--- config.mk ---
export PLATFORM = sky130hd
export DESIGN_NAME = uart_rx
export DESIGN_NICKNAME = d
export VERILOG_FILES = /design/src/rtl/uart_pkg.sv /design/src/rtl/uart_rx_sync.sv /design/src/rtl/uart_rx.sv
export SDC_FILE = /design/constraint.sdc
export NUM_CORES = 1
export LEC_CHECK = 0
export BUFFER_PORTS_ARGS = -buffer_cell sky130_fd_sc_hd__clkbuf_2
export CAP_MARGIN = 10
export CORE_ASPECT_RATIO = 0.75
export CORE_UTILIZATION = 60
export CTS_CLUSTER_SIZE = 8
export DETAILED_ROUTE_END_ITERATION = 8
export PLACE_DENSITY = 0.81
export SYNTH_ARGS = -nofsm -noshare
export SYNTH_HDL_FRONTEND = slang
export SYNTH_HIERARCHICAL = 1
export SYNTH_SLANG_ARGS = --single-unit
--- constraint.sdc ---
create_clock -name clk -period 3.5 [get_ports clk]
set_input_delay 0.175 -clock clk [delete_from_list [all_inputs] [get_ports clk]]
set_output_delay 0.175 -clock clk [all_outputs]
set_load 0.01 [all_outputs]
--- src/rtl/uart_pkg.sv ---
// uart_pkg: shared definitions for the UART receiver and transmitter.
// Optional macro UART_RX_PARITY_EN adds the PARITY state to the rx state enum.
package uart_pkg;

  // The serial line rests at this level between frames.
  localparam logic LINE_IDLE = 1'b1;

  // Default number of system clock cycles per UART bit.
  localparam int CLKS_PER_BIT_DEF = 16;

  typedef enum logic [2:0] {
    RX_IDLE   = 3'd0,
    RX_START  = 3'd1,
    RX_DATA   = 3'd2,
`ifdef UART_RX_PARITY_EN
    RX_PARITY = 3'd3,
`endif
    RX_STOP   = 3'd4
  } rx_state_e;

endpackage

--- src/rtl/uart_rx_sync.sv ---
// uart_rx_sync: two-flop synchronizer for the asynchronous rx line.
// Both flops reset to the idle line level, so no false start bit is seen
// when reset is released.
module uart_rx_sync
  import uart_pkg::*;
(
  input  logic clk,
  input  logic reset,
  input  logic rx_i,
  output logic rx_s_o
);

  logic meta_q;
  logic sync_q;

  // Two-stage resynchronisation of rx into the clk domain.
  always_ff @(posedge clk) begin
    if (reset) begin
      meta_q <= LINE_IDLE;
      sync_q <= LINE_IDLE;
    end else begin
      meta_q <= rx_i;
      sync_q <= meta_q;
    end
  end

  assign rx_s_o = sync_q;

endmodule

--- src/rtl/uart_rx.sv ---
// uart_rx: UART receiver, 8 data bits, LSB first, one stop bit.
// Define UART_RX_PARITY_EN to add one even-parity bit after the data bits;
// otherwise parity_err is tied low and no parity logic is built.
module uart_rx
  import uart_pkg::*;
#(
  parameter int CLKS_PER_BIT = CLKS_PER_BIT_DEF,
  parameter int DATA_BITS    = 8
)(
  input  logic       clk,
  input  logic       reset,
  input  logic       rx,
  output logic [7:0] data_out,
  output logic       data_ready,
  output logic       frame_err,
  output logic       parity_err,
  output logic       busy
);

  localparam int              CNT_W     = $clog2(CLKS_PER_BIT);
  localparam logic [CNT_W-1:0] HALF_LAST = CNT_W'(CLKS_PER_BIT / 2 - 1);
  localparam logic [CNT_W-1:0] BIT_LAST  = CNT_W'(CLKS_PER_BIT - 1);
  localparam logic [2:0]       LAST_BIT  = 3'(DATA_BITS - 1);

  logic             rx_s;
  logic             rx_prev_q;
  rx_state_e        state_q;
  logic [CNT_W-1:0] clk_cnt_q;
  logic [2:0]       bit_cnt_q;
  logic [7:0]       shift_q;
  logic [7:0]       data_q;
  logic             ready_q;
  logic             ferr_q;
  logic             rx_fall;
  logic             tick_half;
  logic             tick_bit;
  logic [7:0]       shift_d;
`ifdef UART_RX_PARITY_EN
  logic             perr_q;
  logic             par_bad_q;
`endif

  uart_rx_sync u_sync (
    .clk    (clk),
    .reset  (reset),
    .rx_i   (rx),
    .rx_s_o (rx_s)
  );

  // Edge detect and sample-point decodes; LSB arrives first, so shift right.
  always_comb begin
    rx_fall   = rx_prev_q & ~rx_s;
    tick_half = (clk_cnt_q == HALF_LAST);
    tick_bit  = (clk_cnt_q == BIT_LAST);
    shift_d   = {rx_s, shift_q[7:1]};
  end

  // Receive FSM: mid-bit sampling, frame checks and registered output pulses.
  always_ff @(posedge clk) begin
    if (reset) begin
      state_q   <= RX_IDLE;
      rx_prev_q <= LINE_IDLE;
      clk_cnt_q <= '0;
      bit_cnt_q <= '0;
      shift_q   <= '0;
      data_q    <= '0;
      ready_q   <= 1'b0;
      ferr_q    <= 1'b0;
`ifdef UART_RX_PARITY_EN
      perr_q    <= 1'b0;
      par_bad_q <= 1'b0;
`endif
    end else begin
      rx_prev_q <= rx_s;
      ready_q   <= 1'b0;
      ferr_q    <= 1'b0;
`ifdef UART_RX_PARITY_EN
      perr_q    <= 1'b0;
`endif
      case (state_q)
        RX_IDLE: begin
          // A line held low (e.g. after a frame error) never looks like a new edge.
          if (rx_fall) begin
            state_q   <= RX_START;
            clk_cnt_q <= '0;
          end
        end
        RX_START: begin
          if (tick_half) begin
            clk_cnt_q <= '0;
            if (!rx_s) begin
              state_q   <= RX_DATA;
              bit_cnt_q <= '0;
            end else begin
              state_q <= RX_IDLE;
            end
          end else begin
            clk_cnt_q <= clk_cnt_q + 1'b1;
          end
        end
        RX_DATA: begin
          if (tick_bit) begin
            clk_cnt_q <= '0;
            shift_q   <= shift_d;
            if (bit_cnt_q == LAST_BIT) begin
`ifdef UART_RX_PARITY_EN
              state_q <= RX_PARITY;
`else
              state_q <= RX_STOP;
`endif
            end else begin
              bit_cnt_q <= bit_cnt_q + 1'b1;
            end
          end else begin
            clk_cnt_q <= clk_cnt_q + 1'b1;
          end
        end
`ifdef UART_RX_PARITY_EN
        RX_PARITY: begin
          if (tick_bit) begin
            clk_cnt_q <= '0;
            par_bad_q <= rx_s ^ (^shift_q);
            state_q   <= RX_STOP;
          end else begin
            clk_cnt_q <= clk_cnt_q + 1'b1;
          end
        end
`endif
        RX_STOP: begin
          if (tick_bit) begin
            clk_cnt_q <= '0;
            state_q   <= RX_IDLE;
            // A low stop bit outranks a parity mismatch.
            if (!rx_s) begin
              ferr_q <= 1'b1;
`ifdef UART_RX_PARITY_EN
            end else if (par_bad_q) begin
              perr_q <= 1'b1;
`endif
            end else begin
              data_q  <= shift_q;
              ready_q <= 1'b1;
            end
          end else begin
            clk_cnt_q <= clk_cnt_q + 1'b1;
          end
        end
        default: state_q <= RX_IDLE;
      endcase
    end
  end

  assign data_out   = data_q;
  assign data_ready = ready_q;
  assign frame_err  = ferr_q;
  assign busy       = (state_q != RX_IDLE);
`ifdef UART_RX_PARITY_EN
  assign parity_err = perr_q;
`else
  assign parity_err = 1'b0;
`endif

endmodule

== Yosys cells after proc, flatten, opt, wreduce, memory -nomap -nowiden ==
Cells that the tools add are included.

* Add/sub/neg operators: 2
* Eq/ne operators: 13
* Muxes and demuxes: 18
* Reductions and logical operators: 11
* Bitwise logic cells: 4

{| class="wikitable"
|+ Operators with widths
! kind !! count
|-
| 3-bit two-way mux || 9
|-
| 2-bit != test (second input constant) || 7
|-
| 4-bit two-way mux || 3
|-
| 3-bit case mux with 4 select lines || 1
|-
| 4-bit case mux with 3 select lines || 1
|-
| 5-bit AND reduction || 2
|-
| 3-bit == test (second input constant) || 2
|-
| 3-bit case mux with 2 select lines || 1
|-
| 3-bit nonzero test || 2
|-
| 4-bit by 1-bit adder with 4-bit output (second input constant) || 1
|-
| 4-bit by 3-bit == test with 1-bit output (second input constant) || 1
|-
| 4-bit == test (second input constant) || 1
|-
| 2-bit AND reduction || 2
|-
| 3-bit by 1-bit adder with 3-bit output (second input constant) || 1
|-
| 3-bit by 1-bit == test with 1-bit output (second input constant) || 1
|-
| 3-bit by 2-bit == test with 1-bit output (second input constant) || 1
|-
| 3-bit zero test || 1
|-
| 1-bit inverter || 3
|-
| 3-bit AND reduction || 1
|-
| 3-bit OR reduction || 1
|-
| 1-bit two-way mux || 2
|-
| 2-bit two-way mux || 1
|-
| 2-bit nonzero test || 1
|-
| 2-bit OR reduction || 1
|-
| 1-bit AND || 1
|}

* Bits of input ports: 3
* Register bits after elaboration: 31

== Logic depth before layout (Yosys ltp) ==
* Word-level depth: 4
* Gate-level depth with buffers: 6
* Depth with buffers taken out: 6

== By module ==
The synthesis kept the hierarchy.

{| class="wikitable"
|+ Modules (own cells, without submodules)
! module !! seq. area each (um2) !! cells each !! area each (um2) !! times used
|-
| uart_rx || 580.6 || 141 || 1,342.5 || 1
|-
| uart_rx_sync || 40.0 || 4 || 52.6 || 1
|}

== Worst setup path before layout ==
Ideal clock, no wire load.

* Kind: reg-to-reg
* From: reg bit_cnt_q[0]
* To: reg bit_cnt_q[0]
* Slack: 1,856 ps
* Stages on the path, launching flop included: 7
* Setup time: 71 ps
* Arrival time: 1,574 ps
* Path through: dfxtp_1 -> ha_1 -> ha_1 -> and4bb_1 -> o2111ai_2 -> or3b_1 -> a21oi_1

* Longest elaborated chain between the ends: 4
* Elaborated cells between the ends (all ways): 7
* Those cells by class: add/sub: 1; eq/ne: 2; mux: 3; reduce/logical: 1

{| class="wikitable"
|+ Ends and longest elaborated chain
! element !! line !! RTL
|-
| start, declared || uart_rx.sv:29 || <nowiki>logic [2:0] bit_cnt_q;</nowiki>
|-
| start signal, assigned || uart_rx.sv:112 || <nowiki>bit_cnt_q <= bit_cnt_q + 1'b1;</nowiki>
|-
| 3-bit by 1-bit adder with 3-bit output || uart_rx.sv:112 ||
|-
| 3-bit two-way mux || uart_rx.sv:105 || <nowiki>if (bit_cnt_q == LAST_BIT) begin</nowiki>
|-
| 3-bit two-way mux || uart_rx.sv:102 || <nowiki>if (tick_bit) begin</nowiki>
|-
| 3-bit case mux with 2 select lines || uart_rx.sv:80 || <nowiki>case (state_q)</nowiki>
|}

Several ways; a longest one is shown, not always the timed one. The select of a mux whose other input is x is not followed.
A chain may end at the register's enable or synchronous reset.

== Final worst setup path ==
* From: reg clk_cnt_q[0]
* To: reg data_q[5] (netlist: data_out[5])

* Longest elaborated chain between the ends: 2

{| class="wikitable"
|+ Ends and longest elaborated chain
! element !! line !! RTL
|-
| start, declared || uart_rx.sv:28 || <nowiki>logic [CNT_W-1:0] clk_cnt_q;</nowiki>
|-
| start signal, assigned || uart_rx.sv:98 || <nowiki>clk_cnt_q <= clk_cnt_q + 1'b1;</nowiki>
|-
| start signal, assigned || uart_rx.sv:115 || <nowiki>clk_cnt_q <= clk_cnt_q + 1'b1;</nowiki>
|-
| start signal, assigned || uart_rx.sv:145 || <nowiki>clk_cnt_q <= clk_cnt_q + 1'b1;</nowiki>
|-
| 4-bit == test || uart_rx.sv:54 || <nowiki>tick_bit = (clk_cnt_q == BIT_LAST);</nowiki>
|-
| 3-bit AND reduction (no source line) || n/a ||
|-
| end signal, assigned || uart_rx.sv:141 || <nowiki>data_q <= shift_q;</nowiki>
|-
| end, declared || uart_rx.sv:31 || <nowiki>logic [7:0] data_q;</nowiki>
|}

Every way passes these cells.

==> reports/metrics.cfg <==
[drt]
antenna_nets_post_route = 0
drt_first_pass_iters = 6
remaining_drc_errors = 1
vias = 1009
vias_per_cell = 5.67
routedWlPerCell_um = 14.6
initialDrtViolationCount = 54
routed_wirelength_um = 2600

[synth]
syn_inst = 145
synth_area_leader = sky130_fd_sc_hd__dfxtp_1
area_fraction_in_compound_gates_after_synthesis = 0.0933
muxShareOfSynthArea = 0.122
synth_xor_xnor_area_share = 0.0188
synthSimpleGateAreaFrac = 0.239
synth_area_um2 = 1400
netlist-cell-type-count = 39
synth_nets = 151
synth_top_area_frac = 0.445
syn_area_per_cell_um2 = 9.62
synth.ff_latch_count = 31
ys_top_cells_by_count = sky130_fd_sc_hd__dfxtp_1 (31), sky130_fd_sc_hd__nor2_1 (24), sky130_fd_sc_hd__mux2i_1 (17), sky130_fd_sc_hd__nand2_1 (7)
synth-seq-area-share = 0.445
number_of_synthesized_flops_with_an_enable_pin = 0
synth-async-reset-ratio = 0
synthesis.yosys.warnings = 6
synth-main-ff-cell = sky130_fd_sc_hd__dfxtp_1
main_combinational_cell_family_by_area_after_synthesis = simple AND/OR/NAND/NOR gates
synth-adder-area-share = 0.0269
post-synth-top-count-cell = sky130_fd_sc_hd__dfxtp_1
ys_top_cells_by_area = sky130_fd_sc_hd__dfxtp_1 (44%), sky130_fd_sc_hd__mux2i_1 (12%), sky130_fd_sc_hd__nor2_1 (6.5%)

[floorplan]
die-area_um2 = 2520
floorplan.die.width_um = 57.7
floorplan.io_pins = 15
rows = 14
fp.dieH_um = 43.8
coreArea_um2 = 2100
initial_core_util = 0.664

[cells_and_area]
multi_input_comb_area_um2 = 701
antenna_cells = 0
nets = 160
final-seq-area_um2 = 621
synthToLayoutAreaGrowth_pct = 6.10
post_route_cells_drive_above_1_share = 0.169
post_layout_nonfiller_instances = 178
fillers = 176

[placed_design]
gp_congestion = 0.931
hpwl_um = 1760
post-place-cells = 171
worst_slack_at_placement_ps = 1500
port_buffers = 13

[hold_path]
min-delay-path-class = in -> reg
worst_hold_path.num_cells = 2

[sta]
setup_viol = 0
final.hold.worst_slack_ps = 33.7
worst_slew_pin_slew_ps = 635
worst_clock_skew_ps = 9.74
slew_viol_final = 0
final.period_utilization = 0.583
period_needed_ps = 2040
final.setup.worst_slack_ps = 1460
worst_slew_margin_rel = 0.575
final_hold_viol_count = 0
unrepaired_setup_endpoints_after_global_routing = no
setup_total_negative_slack_ps = 0
max_clock_freq_mhz = 490

[global_routing]
groute.usage.overall = 0.236
grt_antenna_before_repair = 0
pin_count_of_the_biggest_net_entering_global_routing = 32
grt-ovfl-total = 0
wire_length_of_the_first_global_routing_pass_um = 4330
grt_pass1_vias = 951

[clock_network]
worstSkewPairLatency_ps = 330
clock_sinks = 31
h_tree_lvl_count = 2
clockBufferDepth = 2
hold_buffer_count_at_cts = 0
cts.repair.resized = 0
cts_setup_buffers = 0
cts_made_buffers = 5
cts_tree = built
clk_pin_slew_ps = 90
clock-root-buffer = sky130_fd_sc_hd__clkbuf_4

[setup_path]
timing.critical_path.required_ps = 3690
worst_setup_path_start_kind = flip-flop
cp_data_arrival_time_ps = 2230
critical_path_sink_type = flip-flop
timing.critical_path.fanout_max = 9
timing.setup.critical_path_class = reg -> reg
timing.reg2reg.worst_path_depth = 5

[status]
failing_checks = DRC
status = finished, violations left

[power]
p_total_mw = 0.793
cellPowerDensity_nw_per_um2 = 536
power_switching_mw = 0.252
power.internal_mw = 0.541
vdd.ir_drop.worst_v = 0.000390
pleak_nw = 0.637
power.combinational.fraction = 0.226
clock_power_share = 0.263
power_switching_share = 0.317
seq_power_share = 0.511

[flow_run]
max_cap_viol_count = 0

-- state kept, by name, summed over array words and instances (netlist names) --
register and flops:
data_ready 1, u_sync/rx_s_o 1, state_q 3, clk_cnt_q 4
frame_err 1, rx_prev_q 1, data_out 8, shift_q 8
u_sync/meta_q 1, bit_cnt_q 3
-- cell type report --
type,instances,area share
Inverter,2,0.00507
Clock inverter,1,0.00338
Multi-Input combinational cell,101,0.473
Timing Repair Buffer,13,0.0440
Tap cell,24,0.0203
Clock buffer,6,0.0347
Sequential cell,31,0.419
-- per-stage QoR --
step / utilization / area [um^2]
after global routing: 0.704 / 1480
after floorplan: - / 1400
after detailed placement: 0.677 / 1420
final: 0.704 / 1480
after global placement: 0.677 / 1420
after CTS: 0.704 / 1480
-- per-layer routing --
| metal | vias up | share of wire | track usage |
|---|---|---|---|
| met2 | 30 | 0.46 | 0.360 |
| met3 | 2 | 0.054 | 0.0866 |
| met4 | 0 | 0.0054 | 0.100 |
| met5 | - | 0 | 0 |
| met1 | 460 | 0.48 | 0.305 |
| li1 | 517 | - | - |
-- cell usage in the layout, fill, tap and decap left out, types with 2 or more instances in the layout --
| cell type | n |
|---|---|
| sky130_fd_sc_hd__a21oi_1 | 4 |
| sky130_fd_sc_hd__a22oi_1 | 2 |
| sky130_fd_sc_hd__a311oi_1 | 2 |
| sky130_fd_sc_hd__a31oi_1 | 3 |
| sky130_fd_sc_hd__and2_1 | 3 |
| sky130_fd_sc_hd__clkbuf_2 | 13 |
| sky130_fd_sc_hd__clkbuf_4 | 5 |
| sky130_fd_sc_hd__dfxtp_1 | 31 |
| sky130_fd_sc_hd__ha_1 | 3 |
| sky130_fd_sc_hd__inv_1 | 2 |
| sky130_fd_sc_hd__mux2i_1 | 17 |
| sky130_fd_sc_hd__nand2_1 | 7 |
| sky130_fd_sc_hd__nand2b_1 | 3 |
| sky130_fd_sc_hd__nand3_1 | 4 |
| sky130_fd_sc_hd__nand3b_1 | 2 |
| sky130_fd_sc_hd__nor2_1 | 24 |
| sky130_fd_sc_hd__nor2b_1 | 2 |
| sky130_fd_sc_hd__nor3b_2 | 2 |
| sky130_fd_sc_hd__or2_1 | 3 |
| sky130_fd_sc_hd__or3_1 | 2 |
| sky130_fd_sc_hd__xor2_1 | 2 |
-- worst max-delay path, stage by stage, from the launching register on --
cell and delay, ps:
sky130_fd_sc_hd__dfxtp_1 380, sky130_fd_sc_hd__ha_1 320, sky130_fd_sc_hd__and3_1 250, sky130_fd_sc_hd__nand4_1 520
sky130_fd_sc_hd__mux2i_1 370, sky130_fd_sc_hd__nor2_1 60
-- worst paths after layout --
path / from / to / slack (ps)
worst max-delay path: clk_cnt_q[0] / data_out[5] / 1460
worst min-delay path: rx / u_sync/meta_q / 30
worst max register to register: clk_cnt_q[0] / data_out[5] / 1460
worst min register to register: u_sync/meta_q / u_sync/rx_s_o / 420
-- power groups by stage --
stage	Clock, mW	Sequential, mW	Combinational [mW]
finish	0.209	0.406	0.179
global route	0.233	0.409	0.198
CTS	0.213	0.404	0.176
detailed placement	0	0.413	0.174
global placement	0	0.411	0.168
floorplan	0	0.386	0.172
-- cell families (layout without fill, tap and decap cells) --
family	Yosys count	in the layout
AO/OA/AOI/OAI	18	18
XOR/XNOR	3	3
adder cells (fa/ha/maj)	3	3
buffers and inverters	13	22
flip-flops	31	31
multiplexers	17	17
other	1	1
AND/OR/NAND/NOR	59	59
No activity file was read; power rests on OpenSTA's default activity.
